<file path="src/rtl/instr_fetch_unit_if.sv">
// Fetch-unit bus: instruction-memory request/response plus the decode-side
// instruction fields and flow-control feedback from the core.
interface instr_fetch_unit_if;
  logic        imem_req;
  logic [31:0] imem_addr;
  logic        imem_ready;
  logic [31:0] imem_rdata;
  logic [31:0] instr_o;
  logic [5:0]  opcode;
  logic [5:0]  funct;
  logic        instr_valid;
  logic [31:0] pc_o;
  logic [31:0] pc_plus4_o;
  logic        instr_ack;
  logic        Jump;
  logic        JumpReg;
  logic        Branch;
  logic        BranchNot;
  logic        Zero;
  logic [31:0] rs_data;
  logic        align_err;
  logic [31:0] instr_count;

  modport master (
    output imem_req, imem_addr, instr_o, opcode, funct, instr_valid,
           pc_o, pc_plus4_o, align_err, instr_count,
    input  imem_ready, imem_rdata, instr_ack, Jump, JumpReg, Branch,
           BranchNot, Zero, rs_data
  );

  modport slave (
    input  imem_req, imem_addr, instr_o, opcode, funct, instr_valid,
           pc_o, pc_plus4_o, align_err, instr_count,
    output imem_ready, imem_rdata, instr_ack, Jump, JumpReg, Branch,
           BranchNot, Zero, rs_data
  );
endinterface

</file>
<file path="src/rtl/instr_fetch_unit.sv">
// MIPS instruction fetch unit: owns the PC, fetches one word at a time and
// holds it for decode until the core acknowledges, then resolves the next PC.
module instr_fetch_unit #(
  parameter logic [31:0] RESET_PC = 32'h0000_0000
) (
  input logic          clk,
  input logic          rst,
  instr_fetch_unit_if.master bus
);

  typedef enum logic [1:0] {ST_RST, ST_REQ, ST_HOLD} state_t;

  state_t      state_reg;
  logic [31:0] pc_reg;
  logic [31:0] addr_reg;
  logic [31:0] instr_reg;
  logic [31:0] count_reg;
  logic        req_reg;
  logic        valid_reg;
  logic        align_err_reg;

  logic [31:0] pc_plus4;
  logic [31:0] branch_off;
  logic [31:0] pc_next;
  logic        branch_taken;
  logic        misaligned;

  always_comb begin
    pc_plus4     = pc_reg + 32'd4;
    branch_off   = {{14{instr_reg[15]}}, instr_reg[15:0], 2'b00};
    branch_taken = (bus.Branch & bus.Zero) | (bus.BranchNot & ~bus.Zero);
    misaligned   = bus.JumpReg & (bus.rs_data[1:0] != 2'b00);
    // jr beats j/jal, which beats a taken branch
    if (bus.JumpReg)
      pc_next = {bus.rs_data[31:2], 2'b00};
    else if (bus.Jump)
      pc_next = {pc_plus4[31:28], instr_reg[25:0], 2'b00};
    else if (branch_taken)
      pc_next = pc_plus4 + branch_off;
    else
      pc_next = pc_plus4;
  end

  always_ff @(posedge clk) begin
    if (rst) begin
      state_reg     <= ST_RST;
      pc_reg        <= RESET_PC;
      addr_reg      <= RESET_PC;
      instr_reg     <= 32'h0;
      count_reg     <= 32'h0;
      req_reg       <= 1'b0;
      valid_reg     <= 1'b0;
      align_err_reg <= 1'b0;
    end else begin
      align_err_reg <= 1'b0;
      case (state_reg)
        ST_RST: begin
          state_reg <= ST_REQ;
          req_reg   <= 1'b1;
          addr_reg  <= pc_reg;
        end
        ST_REQ: begin
          if (bus.imem_ready) begin
            instr_reg <= bus.imem_rdata;
            valid_reg <= 1'b1;
            req_reg   <= 1'b0;
            state_reg <= ST_HOLD;
          end
        end
        ST_HOLD: begin
          if (bus.instr_ack) begin
            pc_reg        <= pc_next;
            addr_reg      <= pc_next;
            count_reg     <= count_reg + 32'd1;
            valid_reg     <= 1'b0;
            req_reg       <= 1'b1;
            align_err_reg <= misaligned;
            state_reg     <= ST_REQ;
          end
        end
        default: state_reg <= ST_RST;
      endcase
    end
  end

  assign bus.imem_req    = req_reg;
  assign bus.imem_addr   = addr_reg;
  assign bus.instr_o     = instr_reg;
  assign bus.opcode      = instr_reg[31:26];
  assign bus.funct       = instr_reg[5:0];
  assign bus.instr_valid = valid_reg;
  assign bus.pc_o        = pc_reg;
  assign bus.pc_plus4_o  = pc_plus4;
  assign bus.align_err   = align_err_reg;
  assign bus.instr_count = count_reg;

endmodule

</file>
<file path="src/flat_wrapper.sv">
// flat-port wrapper written by rule: the top's interface ports become plain ports
module instr_fetch_unit_flat 
#(
  parameter logic [31:0] RESET_PC = 32'h0000_0000
)
  (clk, rst, bus_imem_req, bus_imem_addr, bus_instr_o, bus_opcode, bus_funct, bus_instr_valid, bus_pc_o, bus_pc_plus4_o, bus_align_err, bus_instr_count, bus_imem_ready, bus_imem_rdata, bus_instr_ack, bus_Jump, bus_JumpReg, bus_Branch, bus_BranchNot, bus_Zero, bus_rs_data);
  instr_fetch_unit_if bus_i ();
  input logic clk;
  input logic rst;
  output wire logic [$bits(bus_i.imem_req)-1:0] bus_imem_req;
  output wire logic [$bits(bus_i.imem_addr)-1:0] bus_imem_addr;
  output wire logic [$bits(bus_i.instr_o)-1:0] bus_instr_o;
  output wire logic [$bits(bus_i.opcode)-1:0] bus_opcode;
  output wire logic [$bits(bus_i.funct)-1:0] bus_funct;
  output wire logic [$bits(bus_i.instr_valid)-1:0] bus_instr_valid;
  output wire logic [$bits(bus_i.pc_o)-1:0] bus_pc_o;
  output wire logic [$bits(bus_i.pc_plus4_o)-1:0] bus_pc_plus4_o;
  output wire logic [$bits(bus_i.align_err)-1:0] bus_align_err;
  output wire logic [$bits(bus_i.instr_count)-1:0] bus_instr_count;
  input wire logic [$bits(bus_i.imem_ready)-1:0] bus_imem_ready;
  input wire logic [$bits(bus_i.imem_rdata)-1:0] bus_imem_rdata;
  input wire logic [$bits(bus_i.instr_ack)-1:0] bus_instr_ack;
  input wire logic [$bits(bus_i.Jump)-1:0] bus_Jump;
  input wire logic [$bits(bus_i.JumpReg)-1:0] bus_JumpReg;
  input wire logic [$bits(bus_i.Branch)-1:0] bus_Branch;
  input wire logic [$bits(bus_i.BranchNot)-1:0] bus_BranchNot;
  input wire logic [$bits(bus_i.Zero)-1:0] bus_Zero;
  input wire logic [$bits(bus_i.rs_data)-1:0] bus_rs_data;
  assign bus_imem_req = bus_i.imem_req;
  assign bus_imem_addr = bus_i.imem_addr;
  assign bus_instr_o = bus_i.instr_o;
  assign bus_opcode = bus_i.opcode;
  assign bus_funct = bus_i.funct;
  assign bus_instr_valid = bus_i.instr_valid;
  assign bus_pc_o = bus_i.pc_o;
  assign bus_pc_plus4_o = bus_i.pc_plus4_o;
  assign bus_align_err = bus_i.align_err;
  assign bus_instr_count = bus_i.instr_count;
  assign bus_i.imem_ready = bus_imem_ready;
  assign bus_i.imem_rdata = bus_imem_rdata;
  assign bus_i.instr_ack = bus_instr_ack;
  assign bus_i.Jump = bus_Jump;
  assign bus_i.JumpReg = bus_JumpReg;
  assign bus_i.Branch = bus_Branch;
  assign bus_i.BranchNot = bus_BranchNot;
  assign bus_i.Zero = bus_Zero;
  assign bus_i.rs_data = bus_rs_data;
  instr_fetch_unit #(.RESET_PC(RESET_PC)) u_core (.clk(clk), .rst(rst), .bus(bus_i));
endmodule
</file>
<file path="config.mk">
export PLATFORM = sky130hd
export DESIGN_NAME = instr_fetch_unit_flat
export DESIGN_NICKNAME = d
export VERILOG_FILES = /design/src/rtl/instr_fetch_unit_if.sv /design/src/rtl/instr_fetch_unit.sv /design/src/flat_wrapper.sv
export SDC_FILE = /design/constraint.sdc
export NUM_CORES = 1
export LEC_CHECK = 0
export CAP_MARGIN = 25
export CORE_ASPECT_RATIO = 0.8
export CORE_MARGIN = 2
export CORE_UTILIZATION = 49
export CTS_CLUSTER_SIZE = 20
export DETAILED_ROUTE_END_ITERATION = 12
export MAX_ROUTING_LAYER = met4
export PLACE_DENSITY = 0.88
export SYNTH_ARGS = -nofsm -noshare
export SYNTH_HDL_FRONTEND = slang
export SYNTH_SLANG_ARGS = --single-unit
</file>
<file path="constraint.sdc">
create_clock -name clk -period 4.35 [get_ports clk]
set_clock_uncertainty 0.15 [all_clocks]
set_input_delay 0.87 -clock clk [delete_from_list [all_inputs] [get_ports clk]]
set_output_delay 0.87 -clock clk [all_outputs]
set_load 0.1 [all_outputs]
</file>
==> Word level (Yosys, flattened, before mapping) <==
Cells that the tools add are included.
{ "totals": {"ff_bits": 133, "inputBits": 73, "output_inout_bits": 175} }
{ "op_classes": {"n_addsub": 3, "eq_ne": 4, "n_mux": 14, "bitwise_logic": 7, "n_reduce_logical": 12} }
{ "op_table": {"columns": ["operator", "count"], "rows": [
  ["$mux W32", 4],
  ["$pmux W32 S2", 1],
  ["$add A32 B1 Y32 const B", 1],
  ["$add A32 B3 Y32 const B", 1],
  ["$add A32 B32 Y32", 1],
  ["$reduce_and A2 Y1", 4],
  ["$pmux W2 S3", 1],
  ["$reduce_and A3 Y1", 2],
  ["$reduce_bool A2 Y1", 3],
  ["$mux W1", 4],
  ["$mux W2", 2],
  ["$ne A2 B2 Y1 const B", 2],
  ["$and A1 B1 Y1", 3],
  ["$not A1 Y1", 3],
  ["$pmux W1 S3", 1],
  ["$reduce_bool A3 Y1", 1],
  ["$reduce_or A3 Y1", 1],
  ["$eq A2 B1 Y1 const B", 1],
  ["$eq A2 B2 Y1 const B", 1],
  ["$logic_not A2 Y1", 1],
  ["$pmux W1 S2", 1],
  ["$or A1 B1 Y1", 1]
]} }

==> Logic depth before layout (Yosys ltp) <==
{ "depth": {"depth_word": 8, "mapped_depth": 18, "mapped_depth_nobuf": 16} }

==> Least setup slack after synthesis <==
Ideal clock, no wire load.
{ "synth_path": {"path_kind": "register to register", "startpoint": "register u_core.pc_reg[7], in the netlist u_core.bus.pc_o[7]", "endpoint": "register u_core.addr_reg[22], in the netlist u_core.bus.imem_addr[22]", "setup_ns": 0.067, "arrival_ns": 5.772, "path_slack_ns": -1.640, "path_stages_with_launch": 16, "cell_sequence": "dfxtp_1 > and4_4 > and2_1 > buf_6 > nand4_1 > xnor2_1 > ha_1 > a21o_1 > a21o_1 > a221oi_1 > o31ai_2 > and4_1 > o41a_1 > a21oi_1 > a21oi_1 > nor2_1"} }
{ "synth_via": {"elab_chain_len": 7} }
{ "synth_rtl": {"columns": ["item", "line", "rtl"], "rows": [
  ["start, declared", "instr_fetch_unit.sv:14", "logic [31:0] pc_reg;"],
  ["start signal, assigned", "instr_fetch_unit.sv:72", "pc_reg <= pc_next;"],
  ["$add A32 B3 Y32", "instr_fetch_unit.sv:29", "pc_plus4 = pc_reg + 32'd4;"],
  ["via bus_pc_plus4_o[19]", "flat_wrapper.sv:17", "output wire logic [$bits(bus_i.pc_plus4_o)-1:0] bus_pc_plus4_o;"],
  ["$add A32 B32 Y32", "instr_fetch_unit.sv:39", "pc_next = pc_plus4 + branch_off;"],
  ["$mux W32", "instr_fetch_unit.sv:38", "else if (branch_taken)"],
  ["$mux W32", "instr_fetch_unit.sv:36", "else if (bus.Jump)"],
  ["$mux W32", "instr_fetch_unit.sv:34", "if (bus.JumpReg)"],
  ["$mux W32", "instr_fetch_unit.sv:71", "if (bus.instr_ack) begin"],
  ["$pmux W32 S2", "instr_fetch_unit.sv:56", "case (state_reg)"],
  ["end signal, assigned", "instr_fetch_unit.sv:60", "addr_reg <= pc_reg;"],
  ["end signal, assigned", "instr_fetch_unit.sv:73", "addr_reg <= pc_next;"],
  ["end, declared", "instr_fetch_unit.sv:15", "logic [31:0] addr_reg;"]
]} }
The timed path passes the listed nets, and every way through them passes these cells. The select of a mux whose other input is x is not followed.
A chain may end at the register's enable or synchronous reset.

==> Worst setup path after layout <==
{ "layout_path": {"startpoint": "register u_core.pc_reg[8], in the netlist u_core.bus.pc_o[8]", "endpoint": "register u_core.addr_reg[30], in the netlist u_core.bus.imem_addr[30]"} }
{ "layout_via": {"elab_chain_len": 7} }
{ "layout_rtl": {"columns": ["item", "line"], "rows": [
  ["$add A32 B3 Y32 (*)", "instr_fetch_unit.sv:29"],
  ["$add A32 B32 Y32", "instr_fetch_unit.sv:39"],
  ["$mux W32", "instr_fetch_unit.sv:38"],
  ["$mux W32 (*)", "instr_fetch_unit.sv:36"],
  ["$mux W32 (*)", "instr_fetch_unit.sv:34"],
  ["$mux W32 (*)", "instr_fetch_unit.sv:71"],
  ["$pmux W32 S2 (*)", "instr_fetch_unit.sv:56"]
]} }
Every way passes the cells marked *; elsewhere a longest branch is shown, timed or not. The select of a mux whose other input is x is not followed.

==> run_results.csv <==
group,metric,value,unit
critical_path,crit_chain,"and4_4 > and2_1 > buf_4 > nand2_4 > nor2_1 > xor2_4 > ha_1 > nor2_1 > o211ai_1 > a211oi_4 > o31ai_2 > a221oi_2 > buf_4 > nor4_1 > a21oi_1 > a31oi_1 > o21bai_1",
placement,pre_cts_slack,0.1684,ns
sta,setup_viol,0,
clock_tree,worstSkewPairLatency,0.43,ns
synth,yosysTopAreaCellShare,0.3144,
global_route,grt_overflow,0,
placement,numPortBuffers,247,
route,num_vias,9342,
clock_tree,htree_levels,4,
critical_path,worst-setup-path-type,"reg2reg",
global_route,grt_usage,0.3573,
placement,dpl-instance-area,11420,um2
die,io_pins,248,
synth,synth_edf_count,0,
hold_path,hp-class,"reg2reg",
route,drt-wirelength-per-cell,20.87,um
die,design.die.area,18360,um2
synth,yosysSeqAreaShare,0.3144,
sta,timing.fmax,242.1,MHz
final_layout,insertedDiodeCount,0,
die,die_h,121.6,um
sta,setup_ws,0.2202,ns
route,drtIter0Drc,931,
final_layout,syn2layout_area_growth,42.44,%
critical_path,cp_max_fo,7,
synth,synthTopCellsByArea,"dfxtp_1 (31%), nand2_1 (7.4%), a21oi_1 (6.9%)",
critical_path,cp-end-kind,"flip-flop",
sta,finalCriticalPeriod,4.130,ns
synth,synth.avg_cell_area,7.776,um2
sta,slew_viol_final,0,
power_and_ir_drop,clockPowerShare,0.405,
route,ant_nets,0,
final_layout,multi_input_area,5818,um2
placement,dp_hpwl,23.79,mm
power_and_ir_drop,power_frac_seq,0.356,
final_layout,seqCellArea,2724,um2
global_route,grt_first_pass_wirelength,48.98,mm
route,drc,0,
critical_path,cp.arrival,4.35,ns
synth,async_flop_share,0,
placement,globalplace.congestion,0.9881,
power_and_ir_drop,swShare,0.3667,
clock_tree,numCtsBuffers,17,
die,die_w,151.0,um
power_and_ir_drop,design_power_total,3.667,mW
power_and_ir_drop,p_leak,4.661,nW
job,cap_viol_max_count,0,
clock_tree,clockRootBuffer,"clkbuf_16",
clock_tree,cts_buffer_depth,2,
critical_path,critPathTopFamily,"compound AO/OA/AOI/OAI gates",
critical_path,cp_num_buf_inv,2,
final_layout,layout-drive-gt1-share,0.1372,
critical_path,ff2ff_setup_slack,0.22,ns
die,coreArea,16710,um2
clock_tree,clk_pin_slew,0.07,ns
power_and_ir_drop,internal_power,2.323,mW
power_and_ir_drop,combPwrFrac,0.239,
critical_path,max_stage_delay,0.46,ns
synth,yosys.area.top_type,"dfxtp_1",
synth,yosysUniqueCellTypes,92,
critical_path,crit_path_top_delay_cell,"o31ai_2",
final_layout,fin_util,0.7218,
sta,hold_viol_final,0,
global_route,antenna_found_initial,0,
power_and_ir_drop,ir_worst_vdd,234.0,uV
synth,syn_nets,1200,
sta,rsz0062_at_grt,"false",
sta,slew_headroom,0.2947,
sta,min_period_over_period,0.9494,
final_layout,fin_area,12060,um2
die,std_cell_rows,42,
final_layout,layout.nets,1410,
route,avgViaCountPerCell,6.098,
global_route,grt_pass1_vias,8702,
global_route,grt_max_degree,84,
synth,yosysWarnings,0,
critical_path,crit_path_start_kind,"flip-flop",
synth,ys_seq_elements,133,
power_and_ir_drop,p_sw,1.345,mW
clock_tree,cts.sinks,133,
sta,worstMarginPinSlew,1.055,ns
run_status,status,"finished clean",
die,start_util,0.5067,
synth,synth_cells,1089,
route,drtPass1Iterations,7,
critical_path,critPathRequiredTime,4.57,ns
power_and_ir_drop,pwr_density_cell,304.1,nW/um2
synth,synthFlopType,"dfxtp_1",
synth,netlist_area,8468,um2
route,drt-total-wl,31.97,mm
final_layout,nFillCells,1316,
clock_tree,cts_tree,"done",
==> worst min-delay path, cell delays in order (launching register included) <==
cell and delay (ns):
dfxtp_1 0.31, nand2_1 0.05, a21oi_1 0.05
==> metrics by stage <==
| step | std cells | hold slack (ns) | TNS, ns |
|---|---|---|---|
| after floorplan | 1089 | 0.4755 | -0.01058 |
| after global placement | 1498 | 0.2890 | 0 |
| after detailed placement | 1498 | 0.2980 | 0 |
| after CTS | 1530 | 0.3054 | 0 |
| after global routing | 1532 | 0.3401 | 0 |
| final | 1532 | 0.3015 | 0 |
==> cells by family after synthesis <==
kind of cell / count (synthesis) / synth area share
AND/OR/NAND/NOR: 423 / 0.2462
AO/OA/AOI/OAI: 321 / 0.2448
flip-flops: 133 / 0.3144
buffers and inverters: 95 / 0.05083
XOR/XNOR: 72 / 0.07757
adder cells (fa/ha/maj): 38 / 0.05703
multiplexers: 7 / 0.009160
==> cell usage after synthesis, drive strengths merged (5+ instances only) <==
cell,n
a211oi,24
a21o,17
a21oi,118
a22oi,5
a31oi,12
and2,9
and3,18
and4,11
buf,31
clkbuf,46
dfxtp,133
ha,37
inv,16
nand2,168
nand2b,9
nand3,31
nand4,20
nor2,112
nor3,18
nor4,7
o211ai,10
o21a,6
o21ai,69
o21bai,8
o311ai,5
o31a,7
o32ai,5
or3,8
xnor2,30
xor2,42
==> cells in the final DEF, fill, tap and decap left out, types with 8 or more instances in the layout <==
master / n
clkdlybuf4s50_1: 218
nand2_1: 167
a21oi_1: 115
dfxtp_1: 110
nor2_1: 107
o21ai_0: 59
buf_4: 48
ha_1: 37
xor2_1: 33
nand3_1: 27
a211oi_1: 20
nand4_1: 17
a21o_1: 17
clkbuf_16: 17
and3_1: 16
inv_1: 16
xnor2_4: 13
nor3_1: 13
dfxtp_4: 13
a31oi_1: 12
xnor2_1: 11
o211ai_1: 10
dfxtp_2: 10
and2_1: 9
nand2b_1: 9
xor2_4: 8
and4_1: 8
o21ai_1: 8
o21bai_1: 8
==> final timing paths <==
| path | from | endpoint | cells after the start |
|---|---|---|---|
| min | u_core.bus.imem_addr[11] | u_core.bus.imem_addr[11] | 2 |
| max reg2reg | u_core.bus.pc_o[8] | u_core.bus.imem_addr[30] | 17 |
| max | u_core.bus.pc_o[8] | u_core.bus.imem_addr[30] | 17 |
| min reg2reg | u_core.bus.imem_addr[11] | u_core.bus.imem_addr[11] | 2 |
==> layout make-up <==
cell class	count	area share
timing repair buffer	268	0.2135
tap	220	0.02282
clock buffer	17	0.03527
inverter	18	0.005602
clock inverter	15	0.01463
sequential	133	0.2258
multi-input combinational	861	0.4824
==> power by group through the flow <==
stage | Combinational [mW] | Sequential (mW) | Clock (mW)
floorplan | 0.352 | 1.57 | 0
global placement | 0.851 | 1.33 | 0
detailed placement | 0.855 | 1.33 | 0
CTS | 0.859 | 1.31 | 1.50
global route | 0.912 | 1.31 | 1.55
finish | 0.875 | 1.31 | 1.49
==> routing by layer <==
layer  wire (um)  track usage
met1       14360       0.5093
met2       13540       0.5028
met3        3429      0.08989
met4         641      0.09404
met5           0            -
==> what timing repair did <==
item                                    CTS  global route
hold buffers                              0             0
buffers inserted                          0             1
gates resized for setup                   0             3
endpoints found under the setup margin    0             4
No activity file was read; power rests on OpenSTA's default activity.
